`src/rtl/saph_blend_pkg.sv`:
```
// Shared colour, colmath mode and request types for the saph blend stage.
package saph_blend_pkg;

   localparam int unsigned SAPH_COLMATH_MODE_W = 2;

   localparam logic [SAPH_COLMATH_MODE_W-1:0] SAPH_COLMATH_INTERP = 2'd0;
   localparam logic [SAPH_COLMATH_MODE_W-1:0] SAPH_COLMATH_ADD    = 2'd1;
   localparam logic [SAPH_COLMATH_MODE_W-1:0] SAPH_COLMATH_SUB    = 2'd2;
   localparam logic [SAPH_COLMATH_MODE_W-1:0] SAPH_COLMATH_MUL    = 2'd3;

   // ARGB8888
   typedef logic [31:0] color;

   typedef struct packed {
      color                           col;
      logic [7:0]                     coef;
      logic [SAPH_COLMATH_MODE_W-1:0] mode;
   } saph_blend_op_t;

   // Address field fixed at the 16-bit default width.
   typedef struct packed {
      logic [15:0]    addr;
      saph_blend_op_t op;
   } saph_blend_req_t;

endpackage

```
`src/rtl/saph_blend_fwd.sv`:
```
// Write history for saph_blend forwarding (built only with SAPH_BLEND_FWD_EN).
module saph_blend_fwd
   import saph_blend_pkg::*;
#(
   parameter int unsigned ADDR_W = 16,
   parameter int unsigned DEPTH  = 2
) (
   input  logic              clk_i,
   input  logic              rst_ni,
   input  logic              wr_en_i,
   input  logic [ADDR_W-1:0] wr_addr_i,
   input  color              wr_data_i,
   input  logic [ADDR_W-1:0] lk_addr_i,
   input  color              rd_data_i,
   output color              dest_o
);

   // Entry i holds the write-stage contents from i+1 cycles ago.
   logic [DEPTH-1:0]  vld_q;
   logic [ADDR_W-1:0] addr_q [DEPTH];
   color              data_q [DEPTH];

   always_ff @(posedge clk_i or negedge rst_ni) begin
      if (!rst_ni) begin
         vld_q <= '0;
         for (int i = 0; i < int'(DEPTH); i++) begin
            addr_q[i] <= '0;
            data_q[i] <= '0;
         end
      end else begin
         vld_q[0]  <= wr_en_i;
         addr_q[0] <= wr_addr_i;
         data_q[0] <= wr_data_i;
         for (int i = 1; i < int'(DEPTH); i++) begin
            vld_q[i]  <= vld_q[i-1];
            addr_q[i] <= addr_q[i-1];
            data_q[i] <= data_q[i-1];
         end
      end
   end

   // Oldest first so the newest match overrides.
   always_comb begin
      dest_o = rd_data_i;
      for (int i = int'(DEPTH) - 1; i >= 0; i--) begin
         if (vld_q[i] && (addr_q[i] == lk_addr_i)) dest_o = data_q[i];
      end
      if (wr_en_i && (wr_addr_i == lk_addr_i)) dest_o = wr_data_i;
   end

endmodule

```
`src/rtl/saph_colmath.sv`:
```
// Combinational per-channel ARGB8888 colour math: interpolate, saturating add/sub, multiply.
module saph_colmath
   import saph_blend_pkg::*;
(
   input  color                           a_i,
   input  color                           b_i,
   input  logic [7:0]                     c_i,
   input  logic [SAPH_COLMATH_MODE_W-1:0] mode_i,
   output color                           q_o
);

   function automatic logic [7:0] chan_op(input logic [7:0] a, input logic [7:0] b,
                                          input logic [7:0] c,
                                          input logic [SAPH_COLMATH_MODE_W-1:0] mode);
      logic [15:0] mix;
      logic [8:0]  sum;
      mix     = '0;
      sum     = '0;
      chan_op = '0;
      unique case (mode)
         SAPH_COLMATH_INTERP: begin
            // +255 bias makes c=ff return a exactly and c=00 return b exactly
            mix     = 16'(a) * 16'(c) + 16'(b) * 16'(8'd255 - c) + 16'd255;
            chan_op = 8'(mix >> 8);
         end
         SAPH_COLMATH_ADD: begin
            sum     = 9'(a) + 9'(b);
            chan_op = sum[8] ? 8'hff : sum[7:0];
         end
         SAPH_COLMATH_SUB: chan_op = (b >= a) ? (b - a) : 8'h00;
         SAPH_COLMATH_MUL: begin
            mix     = 16'(a) * 16'(b) + 16'd255;
            chan_op = 8'(mix >> 8);
         end
         default: chan_op = '0;
      endcase
   endfunction

   always_comb begin
      q_o = '0;
      for (int ch = 0; ch < 4; ch++) begin
         q_o[ch*8 +: 8] = chan_op(a_i[ch*8 +: 8], b_i[ch*8 +: 8], c_i, mode_i);
      end
   end

endmodule

```
`src/rtl/saph_blend.sv`:
```
// Read-modify-write blend stage feeding saph_colmath; one pixel per cycle.
// Define SAPH_BLEND_FWD_EN to replace the same-address stall with write forwarding.
module saph_blend
   import saph_blend_pkg::*;
#(
   parameter int unsigned ADDR_W = 16,
   parameter int unsigned RD_LAT = 2
) (
   input  logic                           clk,
   input  logic                           rst,
   input  logic                           req_valid,
   output logic                           req_ready,
   input  logic [ADDR_W-1:0]              req_addr,
   input  color                           req_col,
   input  logic [7:0]                     req_coef,
   input  logic [SAPH_COLMATH_MODE_W-1:0] req_mode,
   output logic                           mem_rd_en,
   output logic [ADDR_W-1:0]              mem_rd_addr,
   input  color                           mem_rd_data,
   output logic                           mem_wr_en,
   output logic [ADDR_W-1:0]              mem_wr_addr,
   output color                           mem_wr_data,
   output logic                           busy,
   output logic [31:0]                    pix_count
);

   localparam int unsigned LAST = RD_LAT - 1;

   logic [RD_LAT-1:0] st_vld_q;
   logic [ADDR_W-1:0] st_addr_q [RD_LAT];
   saph_blend_op_t    st_op_q   [RD_LAT];
   logic              wr_vld_q;
   logic [ADDR_W-1:0] wr_addr_q;
   color              wr_data_q;
   logic [31:0]       cnt_q;
   logic              run_q;
   color              dest;
   color              blend;

   assign mem_rd_en   = req_valid & req_ready;
   // Held at zero while in reset so every output is quiet.
   assign mem_rd_addr = run_q ? req_addr : '0;

   always_ff @(posedge clk or negedge rst) begin
      if (!rst) begin
         run_q     <= 1'b0;
         st_vld_q  <= '0;
         wr_vld_q  <= 1'b0;
         wr_addr_q <= '0;
         wr_data_q <= '0;
         cnt_q     <= '0;
         for (int i = 0; i < int'(RD_LAT); i++) begin
            st_addr_q[i] <= '0;
            st_op_q[i]   <= '0;
         end
      end else begin
         run_q        <= 1'b1;
         st_vld_q[0]  <= mem_rd_en;
         st_addr_q[0] <= req_addr;
         st_op_q[0]   <= '{col: req_col, coef: req_coef, mode: req_mode};
         for (int i = 1; i < int'(RD_LAT); i++) begin
            st_vld_q[i]  <= st_vld_q[i-1];
            st_addr_q[i] <= st_addr_q[i-1];
            st_op_q[i]   <= st_op_q[i-1];
         end
         wr_vld_q  <= st_vld_q[LAST];
         wr_addr_q <= st_addr_q[LAST];
         wr_data_q <= blend;
         cnt_q     <= cnt_q + 32'(wr_vld_q);
      end
   end

`ifdef SAPH_BLEND_FWD_EN
   saph_blend_fwd #(
      .ADDR_W (ADDR_W),
      .DEPTH  (RD_LAT)
   ) u_fwd (
      .clk_i     (clk),
      .rst_ni    (rst),
      .wr_en_i   (wr_vld_q),
      .wr_addr_i (wr_addr_q),
      .wr_data_i (wr_data_q),
      .lk_addr_i (st_addr_q[LAST]),
      .rd_data_i (mem_rd_data),
      .dest_o    (dest)
   );

   assign req_ready = run_q;
`else
   logic hazard;

   // Any in-flight write to this address would be missed by the new read.
   always_comb begin
      hazard = wr_vld_q && (wr_addr_q == req_addr);
      for (int i = 0; i < int'(RD_LAT); i++) begin
         if (st_vld_q[i] && (st_addr_q[i] == req_addr)) hazard = 1'b1;
      end
   end

   assign dest      = mem_rd_data;
   assign req_ready = run_q & ~hazard;
`endif

   saph_colmath u_colmath (
      .a_i    (st_op_q[LAST].col),
      .b_i    (dest),
      .c_i    (st_op_q[LAST].coef),
      .mode_i (st_op_q[LAST].mode),
      .q_o    (blend)
   );

   assign mem_wr_en   = wr_vld_q;
   assign mem_wr_addr = wr_addr_q;
   assign mem_wr_data = wr_data_q;
   assign busy        = (|st_vld_q) | wr_vld_q;
   assign pix_count   = cnt_q;

endmodule
```
`config.mk`:
```
export PLATFORM = sky130hd
export DESIGN_NAME = saph_blend
export DESIGN_NICKNAME = d
export VERILOG_FILES = /design/src/rtl/saph_blend_pkg.sv /design/src/rtl/saph_blend_fwd.sv /design/src/rtl/saph_colmath.sv /design/src/rtl/saph_blend.sv
export SDC_FILE = /design/constraint.sdc
export NUM_CORES = 2
export LEC_CHECK = 0
export CAP_MARGIN = 5
export CORE_MARGIN = 8
export CORE_UTILIZATION = 45
export DETAILED_ROUTE_END_ITERATION = 6
export SETUP_SLACK_MARGIN = 0.05
export SLEW_MARGIN = 20
export SYNTH_ARGS = -nofsm -noshare
export SYNTH_HDL_FRONTEND = slang
export SYNTH_SLANG_ARGS = --single-unit
```
`constraint.sdc`:
```
create_clock -name clk -period 7.8 [get_ports clk]
set_input_delay 1.56 -clock clk [delete_from_list [all_inputs] [get_ports clk]]
set_output_delay 1.56 -clock clk [all_outputs]
set_load 0.1 [all_outputs]
```
Word level (Yosys, flattened, before mapping) --
Cells that the tools add are included.
Storage, ports and cells: register bits after elaboration 200, bits in latches 0, memory bits (writable) 0, memory bits (read-only) 0, output and inout bits 100, logic and storage cells 82, memories 0
Cells by class: add/subtract/negate cells 22, multipliers 12, divide/modulo/power cells 0, $lt $le $gt $ge 4, equality and inequality tests 6, shifts and indexed selects 0, multiplexer cells 15, bitwise logic cells 4, reduce and logical (&&, ||, !) cells 5
Operators by type and width (number):
- $add 16x8->16 const B | 8
- $mul 8x8->16 | 8
- $pmux 8 s4 | 4
- $add 16x16->16 | 4
- $mul 8x16->16 | 4
- $mux 8 | 8
- $eq 16x16->1 | 3
- $add 8x8->9 | 4
- $add 32x1->32 | 1
- $ge 8x8->1 | 4
- $sub 8x8->8 | 4
- $mux 16 | 1
- $sub 8x8->9 const A | 1
- $eq 2x2->1 const B | 2
- $logic_and 1x1->1 | 3
- $and 1x1->1 | 2
- $eq 2x1->1 const B | 1
- $logic_not 2->1 | 1
- $mux 1 | 2
- $reduce_or 2->1 | 1
- $not 1->1 | 1
- $or 1x1->1 | 1

Logic depth before layout (Yosys ltp) --
depth in word-level cells 7, gate-level depth with buffers 23, mapped depth without buffers 21

Cells and area by module --
Synthesis repeated with hierarchy kept, for this count alone.
Second synthesis, totals: cells, all modules 3805, area, all modules 35102.4 um2
Modules (own cells, without submodules):
- saph_colmath | times used 1, cells each 3430, area each 28801.4 um2
- saph_blend | times used 1, cells each 375, area each 6301.0 um2

Least setup slack after synthesis --
No wires, ideal clock.
kind input to register, start input mem_rd_data[16], end register wr_data_q[22] (netlist: mem_wr_data[22]), library setup time 0.135 ns, data arrival time 6.724 ns, data required time 7.665 ns, setup slack 0.941 ns, stages on the path 20, path through clkbuf_1 nand2b_1 fa_1 inv_1 fa_1 fa_1 fa_1 fa_1 inv_1 fa_1 inv_1 ha_1 a2111oi_0 o21ai_1 a21o_1 o41a_1 and4b_1 a31oi_1 a32o_1 o21ai_0
Between the ends: longest elaborated chain between the ends 4
RTL lines:
- start: declaration | RTL line saph_blend.sv:19 | input color mem_rd_data,
- $mul 8x16->16 | RTL line saph_colmath.sv:23 | mix = 16'(a) * 16'(c) + 16'(b) * 16'(8'd255 - c) + 16'd255;
- $add 16x16->16 | RTL line saph_colmath.sv:23
- $add 16x8->16 | RTL line saph_colmath.sv:23
- $pmux 8 s4 (*) | RTL line saph_colmath.sv:20 | unique case (mode)
- named net blend[22] | RTL line saph_blend.sv:38 | color blend;
- end signal: assignment | RTL line saph_blend.sv:68 | wr_data_q <= blend;
- end: declaration | RTL line saph_blend.sv:34 | color wr_data_q;
Mark *: on every way through the listed nets, which the timed path passes. The rest lies on a longest branch.

Worst setup path in the final report --
start input mem_rd_data[18], end register wr_data_q[22] (netlist: mem_wr_data[22])
Same word-level chain as after synthesis.

==> metrics.csv <==
stage,metric,value,unit
sta,"Slew Viols, Final",0,
clocking,H-tree depth,4,
synth,post-synthesis cell count,3737,
sta,Final Hold Slack,350,ps
synth,"FFs w/ async S/R, synth",1.00,
routing,DR iter-0 viols,1002,
pwr,Tot Pwr,12800,µW
status,failing checks,DRC,
cells_and_area,post-route insts no fill,4955,
status,status,"complete, but fails checks",
hold_path,cell count of the worst hold path,0,
synth,Syn. warnings,0,
synth,Synth Flop Type,dfrtp_1,
job,Max Cap Viol,0,
clocking,Clock Tree Root,clkbuf_16,
place,IO Port Bufs,192,
place,dpl cell area,0.0382,mm²
global_routing,largest net degree at the start of global routing,133,
critical_path,CP Max Fanout,8,
sta,slew at the pin closest to its max-slew limit,1130,ps
synth,"EDFF count, synth",0,
routing,Pre-antenna DRT Iters,7,
critical_path,Worst Reg2Reg Path Length in Cells,20,
global_routing,first-pass GRT wire length,146000,µm
critical_path,Worst EP arrival,7460,ps
sta,Layout Skew,23.2,ps
sta,minimum clock period,7100,ps
pwr,maximum vdd drop,415,µV
synth,syn_nets,4820,
routing,residual DRC count,3,
routing,via count,25062,
global_routing,initial antenna violation count,3,
die,total core area,0.0770,mm²
pwr,power per standard cell area,328,mW/mm²
clocking,clk sink count,200,
sta,endpoints failing setup,0,
cells_and_area,fraction of layout cells with a size suffix above 1,0.0437,
cells_and_area,final instance area,0.0388,mm²
clocking,post-CTS setup buffers,0,
synth,"Distinct cells, synth",82,
sta,Tcrit/Tclk final,0.910,
critical_path,CP endpoint kind,flip-flop,
routing,Antenna Nets Post-Route,0,
cells_and_area,Nets,4983,
global_routing,grt ovf,0,
synth,post-synthesis sequential area ratio,0.144,
sta,RSZ-0062 raised after global routing,no,
die,std cell rows,102,
routing,Vias/cell,5.06,
synth,Mapped Area,0.0348,mm²
clocking,clock latency reported for the late side of the worst-skew pair,510,ps
sta,f_max,141,MHz
clocking,clock slew at reported path FFs,90,ps
synth,leading area contributor after synthesis,fa_1,
die,Die Span Y,294,µm
hold_path,min-delay worst type,reg -> reg,
clocking,CTS buffer count,17,
critical_path,worst path required time,8160,ps
clocking,clk buf depth,2,
place,global placer's final weighted congestion,0.861,
place,placed insts,4921,
clocking,PostCTS Resize Cnt,0,
global_routing,GRT Overall Usage,0.213,
synth,"Avg Cell Area, Syn",9.31,µm²
place,hpwl dp,67400,µm
sta,Setup TNS Final,0,ps
cells_and_area,Filler Cells Inserted,7379,
synth,most frequent cell after synthesis,inv_1,
clocking,CTS tree,yes,
critical_path,CP startpoint kind,input port,
synth,leading cell types by count after synthesis,"inv_1, fa_1, ha_1, nand2_1, and2_1",
synth,"FF+latch count, synth",200,
critical_path,worst setup path category,in -> reg,
die,die width,294,µm
global_routing,vias in the first global route,27116,
die,Starting Density,0.452,
synth,Synth top area share,0.334,
clocking,cts hold-fix bufs,0,
routing,total wire length,87600,µm
synth,largest cells by area after synthesis,"fa_1, ha_1, dfrtp_1",
cells_and_area,Synth-to-Final Area Change,11.7,%
routing,WL/cell,17.7,µm
sta,Max-slew headroom,0.246,
die,io pins,193,
die,DIE AREA,0.0865,mm²
sta,Hold Fails Final Rpt,0,
pwr,leakage power,0.0198,µW
==> through the flow <==
stage,utilization,worst slack (ps)
final,0.505,702
after global routing,0.505,384
after CTS,0.505,722
after detailed placement,0.496,144
after global placement,0.496,241
after floorplan,-,941
==> where the power goes <==
group          switching (µW)  total [µW]  internal [µW]
Sequential                130        1320           1190
Combinational            6180       10400           4270
Clock                     528        1000            476
==> routing by layer <==
layer  global-route usage  wire (µm)  share of wire  vias up
li1                     -          -              -    11732
met1                0.285      39600           0.45    12736
met2                0.354      41400           0.47      490
met3               0.0418       4890          0.056      100
met4               0.0523       1770          0.020        4
met5                    0         27        0.00031        -
==> cell usage in the layout (no fill, tap or decap), types with 7 or more instances in the layout <==
cell type / n
or3_1: 7
nand2b_1: 146
nor2_1: 89
nor3_1: 26
a221o_1: 8
a21oi_1: 97
and3_1: 13
o21a_1: 7
a2111oi_0: 7
xnor2_1: 110
o21bai_1: 13
fa_1: 580
nand2_1: 311
dfrtp_1: 191
ha_1: 410
a31oi_1: 13
buf_4: 95
a211oi_1: 9
nor2b_1: 105
and4_1: 7
o221ai_1: 17
clkbuf_16: 17
xor2_1: 43
clkdlybuf4s50_1: 191
a22oi_1: 7
nand4_1: 16
nand3_1: 39
a21o_1: 31
a221oi_1: 10
and2_1: 230
dfrtp_2: 9
inv_1: 877
o21ai_0: 44
==> critical path, stage by stage <==
cell and delay (ps):
clkdlybuf4s50_1 710, nand2b_1 130, fa_1 510, inv_1 60
fa_1 480, fa_1 560, fa_1 430, fa_1 490
inv_1 50, fa_1 470, inv_1 40, ha_1 200
a2111oi_0 320, o21ai_1 160, a21o_1 220, o41a_1 430
and4b_1 250, a31oi_1 130, a32o_1 170, o21ai_0 70
==> registers in the layout, indices dropped and copies added (netlist names) <==
name         count
st_vld_q         2
mem_wr_data     32
pix_count       32
run_q            1
st_op_q         84
mem_wr_en        1
st_addr_q       32
mem_wr_addr     16
==> logic make-up after synthesis <==
| group | after synthesis | synth area share |
|---|---|---|
| flops | 200 | 0.144 |
| compound gates | 353 | 0.0722 |
| simple gates | 1012 | 0.152 |
| buf+inv | 1024 | 0.111 |
| fa+ha+maj | 990 | 0.481 |
| other cells | 1 | 0.000108 |
| xor+xnor | 153 | 0.0385 |
| mux | 4 | 0.00119 |
==> area by class of cell <==
type	count	area, µm²	area share
antenna	2	5.00	0.000129
timing repair buffer	288	2660	0.0685
clock buffer	18	439	0.0113
clock inverter	14	189	0.00486
multi-input combinational	2513	25900	0.668
tap	1040	1300	0.0335
inverter	880	3300	0.0850
sequential	200	5020	0.129
==> path summary, 6_finish.rpt <==
| check | start | end | slack (ps) |
|---|---|---|---|
| worst max-delay path | mem_rd_data[18] | mem_wr_data[22]$_DFF_PN0_ | 700 |
| worst min-delay path | st_op_q[74]$_DFF_PN0_ | st_op_q[32]$_DFF_PN0_ | 350 |
| worst max register to register | st_op_q[4]$_DFF_PN0_ | mem_wr_data[22]$_DFF_PN0_ | 1140 |
| worst min register to register | st_op_q[74]$_DFF_PN0_ | st_op_q[32]$_DFF_PN0_ | 350 |
| max in group asynchronous | rst | st_op_q[14]$_DFF_PN0_ | 5630 |
| min in group asynchronous | rst | pix_count[28]$_DFF_PN0_ | 980 |
Power figures use the tool's default switching activity.
